<file path="src/rtl/wifi_dma_pkg.sv">
// wifi_dma_pkg: shared FSM states, channel ids and fixed AHB encodings for the WiFi DMA master
package wifi_dma_pkg;
  typedef enum logic [2:0] {S_IDLE, S_ARB, S_RD_A, S_RD_D, S_WR_A, S_WR_D, S_ACK} state_e;
  typedef enum logic {CH_TX, CH_RX} ch_e;
  localparam logic [1:0] HTRANS_IDLE = 2'b00;
  localparam logic [1:0] HTRANS_NONSEQ = 2'b10;
  localparam logic [2:0] HSIZE_WORD = 3'b010;
  localparam logic [2:0] HBURST_SINGLE = 3'b000;
endpackage

</file>
<file path="src/rtl/wifi_ahb_dma_master_if.sv">
// wifi_ahb_dma_master_if: AHB-Lite master/slave signal bundle
interface wifi_ahb_dma_master_if #(parameter int DATA_WIDTH = 32);
  logic [DATA_WIDTH-1:0] HADDR;
  logic [DATA_WIDTH-1:0] HWDATA;
  logic [DATA_WIDTH-1:0] HRDATA;
  logic [1:0] HTRANS;
  logic [2:0] HSIZE;
  logic [2:0] HBURST;
  logic HWRITE;
  logic HREADY;
  logic HRESP;
  modport master(output HADDR, HTRANS, HWRITE, HSIZE, HBURST, HWDATA, input HRDATA, HREADY, HRESP);
  modport slave(input HADDR, HTRANS, HWRITE, HSIZE, HBURST, HWDATA, output HRDATA, HREADY, HRESP);
endinterface

</file>
<file path="src/rtl/wifi_dma_channel.sv">
// wifi_dma_channel: per-channel memory pointer, remaining-word counter and arm flag
module wifi_dma_channel
  import wifi_dma_pkg::*;
#(
  parameter int DATA_WIDTH = 32,
  parameter int LEN_WIDTH = 16
) (
  input  logic clk,
  input  logic rst,
  input  logic start,
  input  logic [DATA_WIDTH-1:0] cfg_addr,
  input  logic [LEN_WIDTH-1:0] cfg_len,
  input  logic word_done,
  input  logic disarm,
  output logic armed,
  output logic [DATA_WIDTH-1:0] addr,
  output logic [LEN_WIDTH-1:0] remaining
);
  logic armed_q, armed_d, load;
  logic [DATA_WIDTH-1:0] addr_q, addr_d;
  logic [LEN_WIDTH-1:0] rem_q, rem_d;
  // a start while armed is dropped so an in-flight transfer keeps its pointer
  always_comb begin
    load = start && !armed_q && cfg_len != '0;
    armed_d = load || (armed_q && !disarm);
    addr_d = load ? (cfg_addr & ~DATA_WIDTH'(3)) : word_done ? addr_q + DATA_WIDTH'(4) : addr_q;
    rem_d = load ? cfg_len : word_done ? rem_q - LEN_WIDTH'(1) : rem_q;
  end
  always_ff @(posedge clk or posedge rst)
    if (rst) begin
      armed_q <= 1'b0;
      addr_q <= '0;
      rem_q <= '0;
    end else begin
      armed_q <= armed_d;
      addr_q <= addr_d;
      rem_q <= rem_d;
    end
  assign armed = armed_q;
  assign addr = addr_q;
  assign remaining = rem_q;
endmodule

</file>
<file path="src/rtl/wifi_ahb_dma_master.sv">
// wifi_ahb_dma_master: AHB-Lite initiator moving word blocks between memory and the WiFi PHY FIFOs
module wifi_ahb_dma_master
  import wifi_dma_pkg::*;
#(
  parameter int DATA_WIDTH = 32,
  parameter int LEN_WIDTH = 16,
  parameter int BLOCK_LEN = 4,
  parameter logic [DATA_WIDTH-1:0] TX_FIFO_ADDR = 32'h4000_0010,
  parameter logic [DATA_WIDTH-1:0] RX_FIFO_ADDR = 32'h4000_0014
) (
  input  logic HCLK,
  input  logic reset,
  wifi_ahb_dma_master_if.master ahb,
  input  logic DMA_WRITE_REQ,
  input  logic DMA_READ_REQ,
  output logic DMA_WRITE_ACK,
  output logic DMA_READ_ACK,
  output logic DMA_WRITE_DONE,
  output logic DMA_READ_DONE,
  input  logic tx_start,
  input  logic rx_start,
  input  logic [DATA_WIDTH-1:0] cfg_tx_addr,
  input  logic [DATA_WIDTH-1:0] cfg_rx_addr,
  input  logic [LEN_WIDTH-1:0] cfg_tx_len,
  input  logic [LEN_WIDTH-1:0] cfg_rx_len,
  output logic busy,
  output logic err_irq
);
  localparam int BW = $clog2(BLOCK_LEN + 1);
  state_e state_q, state_d;
  ch_e cur_q, cur_d, last_q, last_d, arb_ch;
  logic [1:0] pend_q, pend_d;
  logic [BW-1:0] blk_q, blk_d;
  logic [DATA_WIDTH-1:0] hold_q, hold_d, tx_addr, rx_addr;
  logic [LEN_WIDTH-1:0] tx_rem, rx_rem, arb_rem, cur_rem;
  logic err_q, err_d, tx_armed, rx_armed, word_done, abort, blk_end;
  // round-robin: with both pending, the channel served last time yields
  assign arb_ch = (pend_q == 2'b11) ? ((last_q == CH_TX) ? CH_RX : CH_TX) : (pend_q[1] ? CH_RX : CH_TX);
  assign arb_rem = (arb_ch == CH_TX) ? tx_rem : rx_rem;
  assign cur_rem = (cur_q == CH_TX) ? tx_rem : rx_rem;
  assign word_done = state_q == S_WR_D && ahb.HREADY && !ahb.HRESP;
  assign abort = (state_q == S_RD_D || state_q == S_WR_D) && ahb.HREADY && ahb.HRESP;
  assign blk_end = state_q == S_ACK && cur_rem == '0;
  wifi_dma_channel #(.DATA_WIDTH(DATA_WIDTH), .LEN_WIDTH(LEN_WIDTH)) u_tx (
    .clk(HCLK), .rst(reset), .start(tx_start), .cfg_addr(cfg_tx_addr), .cfg_len(cfg_tx_len),
    .word_done(word_done && cur_q == CH_TX), .disarm((abort || blk_end) && cur_q == CH_TX),
    .armed(tx_armed), .addr(tx_addr), .remaining(tx_rem)
  );
  wifi_dma_channel #(.DATA_WIDTH(DATA_WIDTH), .LEN_WIDTH(LEN_WIDTH)) u_rx (
    .clk(HCLK), .rst(reset), .start(rx_start), .cfg_addr(cfg_rx_addr), .cfg_len(cfg_rx_len),
    .word_done(word_done && cur_q == CH_RX), .disarm((abort || blk_end) && cur_q == CH_RX),
    .armed(rx_armed), .addr(rx_addr), .remaining(rx_rem)
  );
  always_ff @(posedge HCLK or posedge reset)
    if (reset) begin
      state_q <= S_IDLE;
      cur_q <= CH_TX;
      last_q <= CH_RX;
      pend_q <= '0;
      blk_q <= '0;
      hold_q <= '0;
      err_q <= 1'b0;
    end else begin
      state_q <= state_d;
      cur_q <= cur_d;
      last_q <= last_d;
      pend_q <= pend_d;
      blk_q <= blk_d;
      hold_q <= hold_d;
      err_q <= err_d;
    end
  always_comb begin
    state_d = state_q;
    cur_d = cur_q;
    last_d = last_q;
    pend_d = pend_q;
    blk_d = blk_q;
    hold_d = hold_q;
    err_d = abort ? 1'b1 : (tx_start || rx_start) ? 1'b0 : err_q;
    case (state_q)
      S_IDLE: begin
        pend_d = {rx_armed && DMA_READ_REQ, tx_armed && DMA_WRITE_REQ};
        state_d = (|pend_d) ? S_ARB : S_IDLE;
      end
      S_ARB: begin
        cur_d = arb_ch;
        last_d = arb_ch;
        blk_d = (arb_rem < LEN_WIDTH'(BLOCK_LEN)) ? BW'(arb_rem) : BW'(BLOCK_LEN);
        state_d = S_RD_A;
      end
      S_RD_A: state_d = ahb.HREADY ? S_RD_D : S_RD_A;
      S_RD_D: begin
        if (abort) state_d = S_IDLE;
        else if (ahb.HREADY) begin
          hold_d = ahb.HRDATA;
          state_d = S_WR_A;
        end
      end
      S_WR_A: state_d = ahb.HREADY ? S_WR_D : S_WR_A;
      S_WR_D: begin
        if (abort) state_d = S_IDLE;
        else if (word_done) begin
          blk_d = blk_q - BW'(1);
          state_d = (blk_q == BW'(1)) ? S_ACK : S_RD_A;
        end
      end
      S_ACK: state_d = S_IDLE;
      default: state_d = S_IDLE;
    endcase
  end
  always_comb begin
    ahb.HTRANS = (state_q == S_RD_A || state_q == S_WR_A) ? HTRANS_NONSEQ : HTRANS_IDLE;
    ahb.HWRITE = state_q == S_WR_A;
    ahb.HADDR = (state_q == S_RD_A) ? ((cur_q == CH_TX) ? tx_addr : RX_FIFO_ADDR) :
                (state_q == S_WR_A) ? ((cur_q == CH_TX) ? TX_FIFO_ADDR : rx_addr) : '0;
    ahb.HWDATA = (state_q == S_WR_D) ? hold_q : '0;
    ahb.HSIZE = HSIZE_WORD;
    ahb.HBURST = HBURST_SINGLE;
    DMA_WRITE_ACK = state_q == S_ACK && cur_q == CH_TX;
    DMA_READ_ACK = state_q == S_ACK && cur_q == CH_RX;
    DMA_WRITE_DONE = DMA_WRITE_ACK && cur_rem == '0;
    DMA_READ_DONE = DMA_READ_ACK && cur_rem == '0;
    busy = state_q != S_IDLE;
    err_irq = err_q;
  end
endmodule

</file>
<file path="src/flat_wrapper.sv">
// flat-port wrapper written by rule: the top's interface ports become plain ports
module wifi_ahb_dma_master_flat import wifi_dma_pkg::*;
#(
  parameter int DATA_WIDTH = 32,
  parameter int LEN_WIDTH = 16,
  parameter int BLOCK_LEN = 4,
  parameter logic [DATA_WIDTH-1:0] TX_FIFO_ADDR = 32'h4000_0010,
  parameter logic [DATA_WIDTH-1:0] RX_FIFO_ADDR = 32'h4000_0014
)
  (HCLK, reset, DMA_WRITE_REQ, DMA_READ_REQ, DMA_WRITE_ACK, DMA_READ_ACK, DMA_WRITE_DONE, DMA_READ_DONE, tx_start, rx_start, cfg_tx_addr, cfg_rx_addr, cfg_tx_len, cfg_rx_len, busy, err_irq, ahb_HADDR, ahb_HTRANS, ahb_HWRITE, ahb_HSIZE, ahb_HBURST, ahb_HWDATA, ahb_HRDATA, ahb_HREADY, ahb_HRESP);
  wifi_ahb_dma_master_if #(.DATA_WIDTH(DATA_WIDTH)) ahb_i ();
  input  logic HCLK;
  input  logic reset;
  input  logic DMA_WRITE_REQ;
  input  logic DMA_READ_REQ;
  output logic DMA_WRITE_ACK;
  output logic DMA_READ_ACK;
  output logic DMA_WRITE_DONE;
  output logic DMA_READ_DONE;
  input  logic tx_start;
  input  logic rx_start;
  input  logic [DATA_WIDTH-1:0] cfg_tx_addr;
  input  logic [DATA_WIDTH-1:0] cfg_rx_addr;
  input  logic [LEN_WIDTH-1:0] cfg_tx_len;
  input  logic [LEN_WIDTH-1:0] cfg_rx_len;
  output logic busy;
  output logic err_irq;
  output wire logic [$bits(ahb_i.HADDR)-1:0] ahb_HADDR;
  output wire logic [$bits(ahb_i.HTRANS)-1:0] ahb_HTRANS;
  output wire logic [$bits(ahb_i.HWRITE)-1:0] ahb_HWRITE;
  output wire logic [$bits(ahb_i.HSIZE)-1:0] ahb_HSIZE;
  output wire logic [$bits(ahb_i.HBURST)-1:0] ahb_HBURST;
  output wire logic [$bits(ahb_i.HWDATA)-1:0] ahb_HWDATA;
  input wire logic [$bits(ahb_i.HRDATA)-1:0] ahb_HRDATA;
  input wire logic [$bits(ahb_i.HREADY)-1:0] ahb_HREADY;
  input wire logic [$bits(ahb_i.HRESP)-1:0] ahb_HRESP;
  assign ahb_HADDR = ahb_i.HADDR;
  assign ahb_HTRANS = ahb_i.HTRANS;
  assign ahb_HWRITE = ahb_i.HWRITE;
  assign ahb_HSIZE = ahb_i.HSIZE;
  assign ahb_HBURST = ahb_i.HBURST;
  assign ahb_HWDATA = ahb_i.HWDATA;
  assign ahb_i.HRDATA = ahb_HRDATA;
  assign ahb_i.HREADY = ahb_HREADY;
  assign ahb_i.HRESP = ahb_HRESP;
  wifi_ahb_dma_master #(.DATA_WIDTH(DATA_WIDTH), .LEN_WIDTH(LEN_WIDTH), .BLOCK_LEN(BLOCK_LEN), .TX_FIFO_ADDR(TX_FIFO_ADDR), .RX_FIFO_ADDR(RX_FIFO_ADDR)) u_core (.HCLK(HCLK), .reset(reset), .ahb(ahb_i), .DMA_WRITE_REQ(DMA_WRITE_REQ), .DMA_READ_REQ(DMA_READ_REQ), .DMA_WRITE_ACK(DMA_WRITE_ACK), .DMA_READ_ACK(DMA_READ_ACK), .DMA_WRITE_DONE(DMA_WRITE_DONE), .DMA_READ_DONE(DMA_READ_DONE), .tx_start(tx_start), .rx_start(rx_start), .cfg_tx_addr(cfg_tx_addr), .cfg_rx_addr(cfg_rx_addr), .cfg_tx_len(cfg_tx_len), .cfg_rx_len(cfg_rx_len), .busy(busy), .err_irq(err_irq));
endmodule
</file>
<file path="config.mk">
export PLATFORM = sky130hd
export DESIGN_NAME = wifi_ahb_dma_master_flat
export DESIGN_NICKNAME = d
export VERILOG_FILES = /design/src/rtl/wifi_dma_pkg.sv /design/src/rtl/wifi_ahb_dma_master_if.sv /design/src/rtl/wifi_dma_channel.sv /design/src/rtl/wifi_ahb_dma_master.sv /design/src/flat_wrapper.sv
export SDC_FILE = /design/constraint.sdc
export NUM_CORES = 1
export LEC_CHECK = 0
export ABC_AREA = 1
export CAP_MARGIN = 20
export CORE_MARGIN = 4
export CORE_UTILIZATION = 40
export CTS_CLUSTER_SIZE = 10
export DETAILED_ROUTE_END_ITERATION = 6
export GPL_ROUTABILITY_DRIVEN = 0
export PLACE_DENSITY_LB_ADDON = 0.08
export SLEW_MARGIN = 0
export SYNTH_ARGS = -nofsm -noshare
export SYNTH_HDL_FRONTEND = slang
export SYNTH_SLANG_ARGS = --single-unit
</file>
<file path="constraint.sdc">
create_clock -name HCLK -period 5.55 [get_ports HCLK]
set_input_delay 0.555 -clock HCLK [delete_from_list [all_inputs] [get_ports HCLK]]
set_output_delay 0.555 -clock HCLK [all_outputs]
set_load 0.05 [all_outputs]
</file>
# --- Yosys cells after proc, flatten, opt, wreduce, memory -nomap -nowiden ---
# Cells that the tools add are included.
# Widths: inputs -> output; s select.
totals:
  reg_bits: 141
  output_inout_bits: 79
  wordCells: 112
classes:
  addsub: 5
  eq_ne: 12
  order_cmp: 1
  muxes: 34
  n_reduce_logical: 45
  bitwise_logic: 2
ops:
  columns: ["operator", "n"]
  rows:
  - ["$mux 32", 9]
  - ["$mux 16", 6]
  - ["$add 32x3->32 const B", 2]
  - ["$reduce_bool 16->1", 2]
  - ["$sub 16x1->16 const B", 2]
  - ["$mux 3", 8]
  - ["$logic_and 1x1->1", 21]
  - ["$pmux 3 s6", 1]
  - ["$logic_not 16->1", 1]
  - ["$lt 16x3->1 const B", 1]
  - ["$eq 3x3->1 const B", 3]
  - ["$mux 1", 8]
  - ["$reduce_bool 2->1", 4]
  - ["$eq 3x1->1 const B", 2]
  - ["$eq 3x2->1 const B", 2]
  - ["$logic_or 1x1->1", 6]
  - ["$pmux 3 s2", 1]
  - ["$reduce_and 3->1", 2]
  - ["$logic_not 1->1", 5]
  - ["$logic_not 3->1", 1]
  - ["$ne 3x1->1 const B", 1]
  - ["$ne 3x2->1 const B", 1]
  - ["$reduce_bool 3->1", 1]
  - ["$sub 3x1->3 const B", 1]
  - ["7 further kinds", 8]

# --- Logic depth before layout (Yosys ltp) ---
depth:
  depth_word: 9
  depth_mapped: 12

# --- Modules after synthesis ---
# Synthesis repeated with hierarchy kept, for this count alone.
hier_totals:
  cells_unflattened: 1508
  hier_area_um2: 9882.0
modules_own_cells:
  columns: ["mod", "seq_area_each_um2", "area_each_um2", "cells_per_inst", "instances"]
  rows:
  - ["wifi_dma_channel", 1176.1, 3560.9, 541, 2]
  - ["wifi_ahb_dma_master", 1077.3, 2760.1, 426, 1]

# --- Worst setup path before layout ---
# OpenSTA, ideal clock, no wires.
synth_timing:
  path_kind: "flip-flop to output port"
  from: "register u_core.state_q[2]"
  to: "output ahb_HADDR[14]"
  arrival_time_ns: 2.324
  slack_ns: 2.671
  path_stages_with_launch: 6
  path_buffers: 2
  cell_sequence: "dfrtp_1 -> buf_4 -> nor3_2 -> nand2_1 -> clkbuf_1 -> o21ai_0"
synth_between:
  elab_chain_len: 3
  elab_cells_between_ends: 4
synth_lines:
  columns: ["element", "line", "rtl"]
  rows:
  - ["start, declared", "wifi_ahb_dma_master.sv:30", "state_e state_q, state_d;"]
  - ["start signal, assigned", "wifi_ahb_dma_master.sv:64", "state_q <= state_d;"]
  - ["$eq 3x3->1", "wifi_ahb_dma_master.sv:115", "(state_q == S_WR_A) ? ((cur_q == CH_TX) ? TX_FIFO_ADDR : rx_addr) : '0;"]
  - ["$mux 32", "wifi_ahb_dma_master.sv:115", null]
  - ["$mux 32 *", "wifi_ahb_dma_master.sv:114", "ahb.HADDR = (state_q == S_RD_A) ? ((cur_q == CH_TX) ? tx_addr : RX_FIFO_ADDR) :"]
  - ["end, declared", "flat_wrapper.sv:28", "output wire logic [$bits(ahb_i.HADDR)-1:0] ahb_HADDR;"]
# Every way passes the cells marked *; elsewhere a longest branch is shown, timed or not.

# --- Final worst setup path ---
layout_timing:
  from: "register u_core.state_q[2]"
  to: "output ahb_HADDR[13]"
# The elaborated chain is that of the path after synthesis.

==> impl_metrics.yaml <==
outcome:
  status: "completed"
sta:
  setup_tns_ps: 0
  fmax_mhz: 240
  finalHoldViolCount: 0
  fin_crit_sh_pct: 74.9
  finalSetupViolCount: 0
  finalClockSkew_ps: 15.4
  relSlewSlack_pct: 38.9
  slew_viol_final: 0
  tightest_slew_ps: 913
  rsz0062_at_grt: "no"
  finalWorstPathRequiredPeriod_ps: 4160
hold_path:
  hold_path_end: "u_core.blk_q[1]$_DFFE_PP0P_"
  min-delay-start: "u_core.blk_q[1]$_DFFE_PP0P_"
  min_path_cells: 2
  hold_class: "flop to flop"
clock_network:
  htree_levels: 4
  insertion_delay_ps: 430
  ctsHoldBuffers: 0
  cts_max_path_buffers: 2
  path_clk_slew_ps: 60
  clock_sinks: 137
  cts_tree: "built"
  cts_resized: 0
  postCtsSetupRepairBufs: 0
  cts_buffers: 17
  clockRootBuffer: "clkbuf_16"
detailed_routing:
  wl_mm: 30.4
  firstDrtPassIters: 5
  wl_per_cell_um: 15.4
  viasPerCell: 5.07
  drc: 0
  final_antenna_net_count: 0
  num_vias: 9985
  drt-initial-drc-count: 710
flow_run:
  maxCapViolCount: 0
critical_path:
  cp.arrival_ps: 3600
  critPathLaunch: "u_core.state_q[2]$_DFFE_PP0P_"
  crit_type: "flop to primary output"
  crit_path_end_kind: "primary output"
  worstPathMaxFanout: 23
  reg2regPathDepth: 10
  rrSetupSlack_ps: 2780
  worst_r2r_endpoint: "u_core.u_tx.addr[24]$_DFFE_PP0P_"
  cp_num_buf_inv: 1
  worst_path_max_delay_cell: "clkdlybuf4s50_1"
  max_stage_delay_ps: 900
  critical_path.startpoint_type: "flop"
  path_cells: "nor3_2 > nand2_1 > o21ai_0 > clkdlybuf4s50_1"
  cp_data_required_time_ps: 4990
  worst_path_dominant_cell_family: "simple AND/OR/NAND/NOR gates"
  r2r_start: "u_core.state_q[0]$_DFFE_PP0P_"
pwr:
  p_total_mw: 5.55
  cellLeakagePower_nw: 5.74
  p_int_mw: 2.94
  combPwrFrac_pct: 45.1
  switching_share_pct: 47.1
  p_clk_share_pct: 19.9
  p_switching_mw: 2.62
  seqPwrFrac_pct: 35.0
  p_per_area_mw_per_mm2: 454
  ir_drop_mv: 0.357
cells_and_area:
  drive_gt1_share_pct: 4.12
  fill_cells: 2427
  nets: 1781
  area_growth_pct: 28.9
  fin_area_mm2: 0.0122
  fin_util_pct: 52.2
  final-seq-area_mm2: 0.00343
  antenna_cells: 0
  multiInputGateArea_mm2: 0.00508
floorplan:
  core_area_mm2: 0.0234
  fp.dieArea_mm2: 0.0262
  die_x_um: 162
  initial_utilization_pct: 40.5
  rows: 56
  die_height_um: 162
  ios: 215
global_routing:
  grt_util_all_layers_pct: 23.1
  antenna_found_initial: 0
  grt_pass1_wl_mm: 48.9
  grt.overflow.total: 0
  grt_pass1_vias: 9307
  grt_max_degree: 105
place:
  post-dp-hpwl_mm: 22.7
  port_buffers: 201
  placed_cell_area_mm2: 0.0116
synthesis:
  avgSynthCellArea_um2: 6.43
  synth.largest_area_cell: "dfrtp_1"
  yosysSeqAreaShare_pct: 36.2
  ys_ff_latch: 137
  synth.top_cells.by_area: "dfrtp_1 (36%), nand2_1 (15%), nand3_1 (13%), nor2_1 (9.7%), inv_1 (6.6%)"
  syn_area_mm2: 0.00948
  syn-instance-count: 1474
  ys_warn_count: 0
  synth_cell_types: 35
  yosysTopAreaCellShare_pct: 35.9
==> final cells by class <==
cell class / instances / share of cell area, %
Tap cell: 319 / 3.27
Timing Repair Buffer: 209 / 17.2
Multi-Input combinational cell: 1102 / 41.5
Inverter: 172 / 5.32
Sequential cell: 137 / 28.1
Clock inverter: 14 / 1.01
Clock buffer: 18 / 3.59
==> kinds of logic after synthesis <==
family	synth area share, %
other	0.0792
buffers and inverters	10.7
xor gates and xnor gates	3.60
adders and majority gates	0.792
DFF	36.2
and+or+nand+nor	41.6
AOI/OAI and AO/OA	7.07
==> registers in the layout, summed over array words and instances (netlist names) <==
name and flops:
u_core.blk_q 3, u_core.u_tx.armed 1, u_core.last_q 1, u_core.u_rx.addr 30
u_core.pend_q 2, u_core.u_tx.remaining 16, u_core.state_q 3, u_core.u_rx.armed 1
u_core.u_rx.remaining 16, u_core.err_irq 1, u_core.cur_q 1, u_core.u_tx.addr 30
u_core.hold_q 32
==> cell usage in the layout, fill, tap and decap left out, drive strengths merged <==
| cell type | count |
|---|---|
| nand3b | 16 |
| clkinv | 2 |
| nand3 | 244 |
| clkinvlp | 2 |
| o31ai | 1 |
| clkbuf | 18 |
| nor2 | 251 |
| or2 | 2 |
| nor3 | 10 |
| xnor2 | 6 |
| o211ai | 8 |
| nand4 | 12 |
| clkdlybuf4s50 | 201 |
| dfrtp | 136 |
| o22ai | 18 |
| nor3b | 1 |
| a31oi | 1 |
| conb | 9 |
| o21ai | 48 |
| dfstp | 1 |
| nand2 | 388 |
| inv | 182 |
| a21oi | 48 |
| xor2 | 33 |
| buf | 8 |
| ha | 6 |
==> worst max-delay path by stage <==
| stage | end | slack, ps | depth (start not counted) |
|---|---|---|---|
| global route | ahb_HADDR[13] | 1110 | 4 |
| global placement | ahb_HADDR[6] | 1900 | 4 |
| CTS | ahb_HADDR[13] | 1410 | 4 |
| finish | ahb_HADDR[13] | 1390 | 4 |
| detailed placement | ahb_HADDR[6] | 1870 | 4 |
| floorplan | u_core.blk_q[0]$_DFFE_PP0P_ | 1330 | 1 |
==> metal layers <==
| metal | global-route usage, % | vias up | share of wire [%] |
|---|---|---|---|
| met4 | 5.46 | 0 | 1.8 |
| met3 | 4.36 | 39 | 7.3 |
| li1 | - | 4998 | - |
| met1 | 34.2 | 4596 | 47 |
| met5 | 0 | - | 0 |
| met2 | 35.2 | 352 | 44 |
==> power by group through the flow <==
stage	clock, mW	combinational (mW)	sequential, mW
final	1.11	2.51	1.94
after global routing	1.17	2.82	2.01
after CTS	1.13	2.52	1.93
after detailed placement	0	2.51	1.95
after global placement	0	2.46	1.94
after floorplan	0	1.87	1.78
==> worst register-to-register path: stages, from the launching register on <==
cell and delay, ps:
dfrtp_1 440, inv_2 80, nor2_2 120, nand2_2 420
nor2_2 310, nand2_2 550, nand2_2 520, nand2_1 90
inv_1 80, nand2_1 50, nand2_1 50
==> metrics by stage <==
stage                     hold slack [ps]  setup slack, ps  cells
after floorplan                       449             1330   1481
after global placement                466             1900   1937
after detailed placement              475             1870   1937
after CTS                             486             1410   1969
after global routing                  524             1110   1971
final                                 481             1390   1971
==> synth_stat cells <==
library cell / n
conb_1: 2
a31oi_1: 1
xor2_1: 33
clkbuf_2: 1
or2_2: 2
nor2_4: 3
inv_2: 5
o211ai_1: 8
inv_1: 167
o22ai_1: 18
nor2_1: 246
nor3b_1: 1
nand2_1: 380
dfstp_2: 1
nor3_2: 2
dfrtp_1: 136
buf_1: 1
ha_1: 6
nand2_4: 1
a21oi_1: 48
o21ai_1: 5
nor2_2: 2
o31ai_1: 1
o21ai_2: 1
xnor2_1: 6
nand4_1: 12
buf_2: 13
buf_4: 17
nand3_1: 244
nand2_2: 7
o21ai_0: 42
clkbuf_1: 35
nand3b_1: 16
buf_6: 3
nor3_1: 8
(Power assumes the default switching activity.)
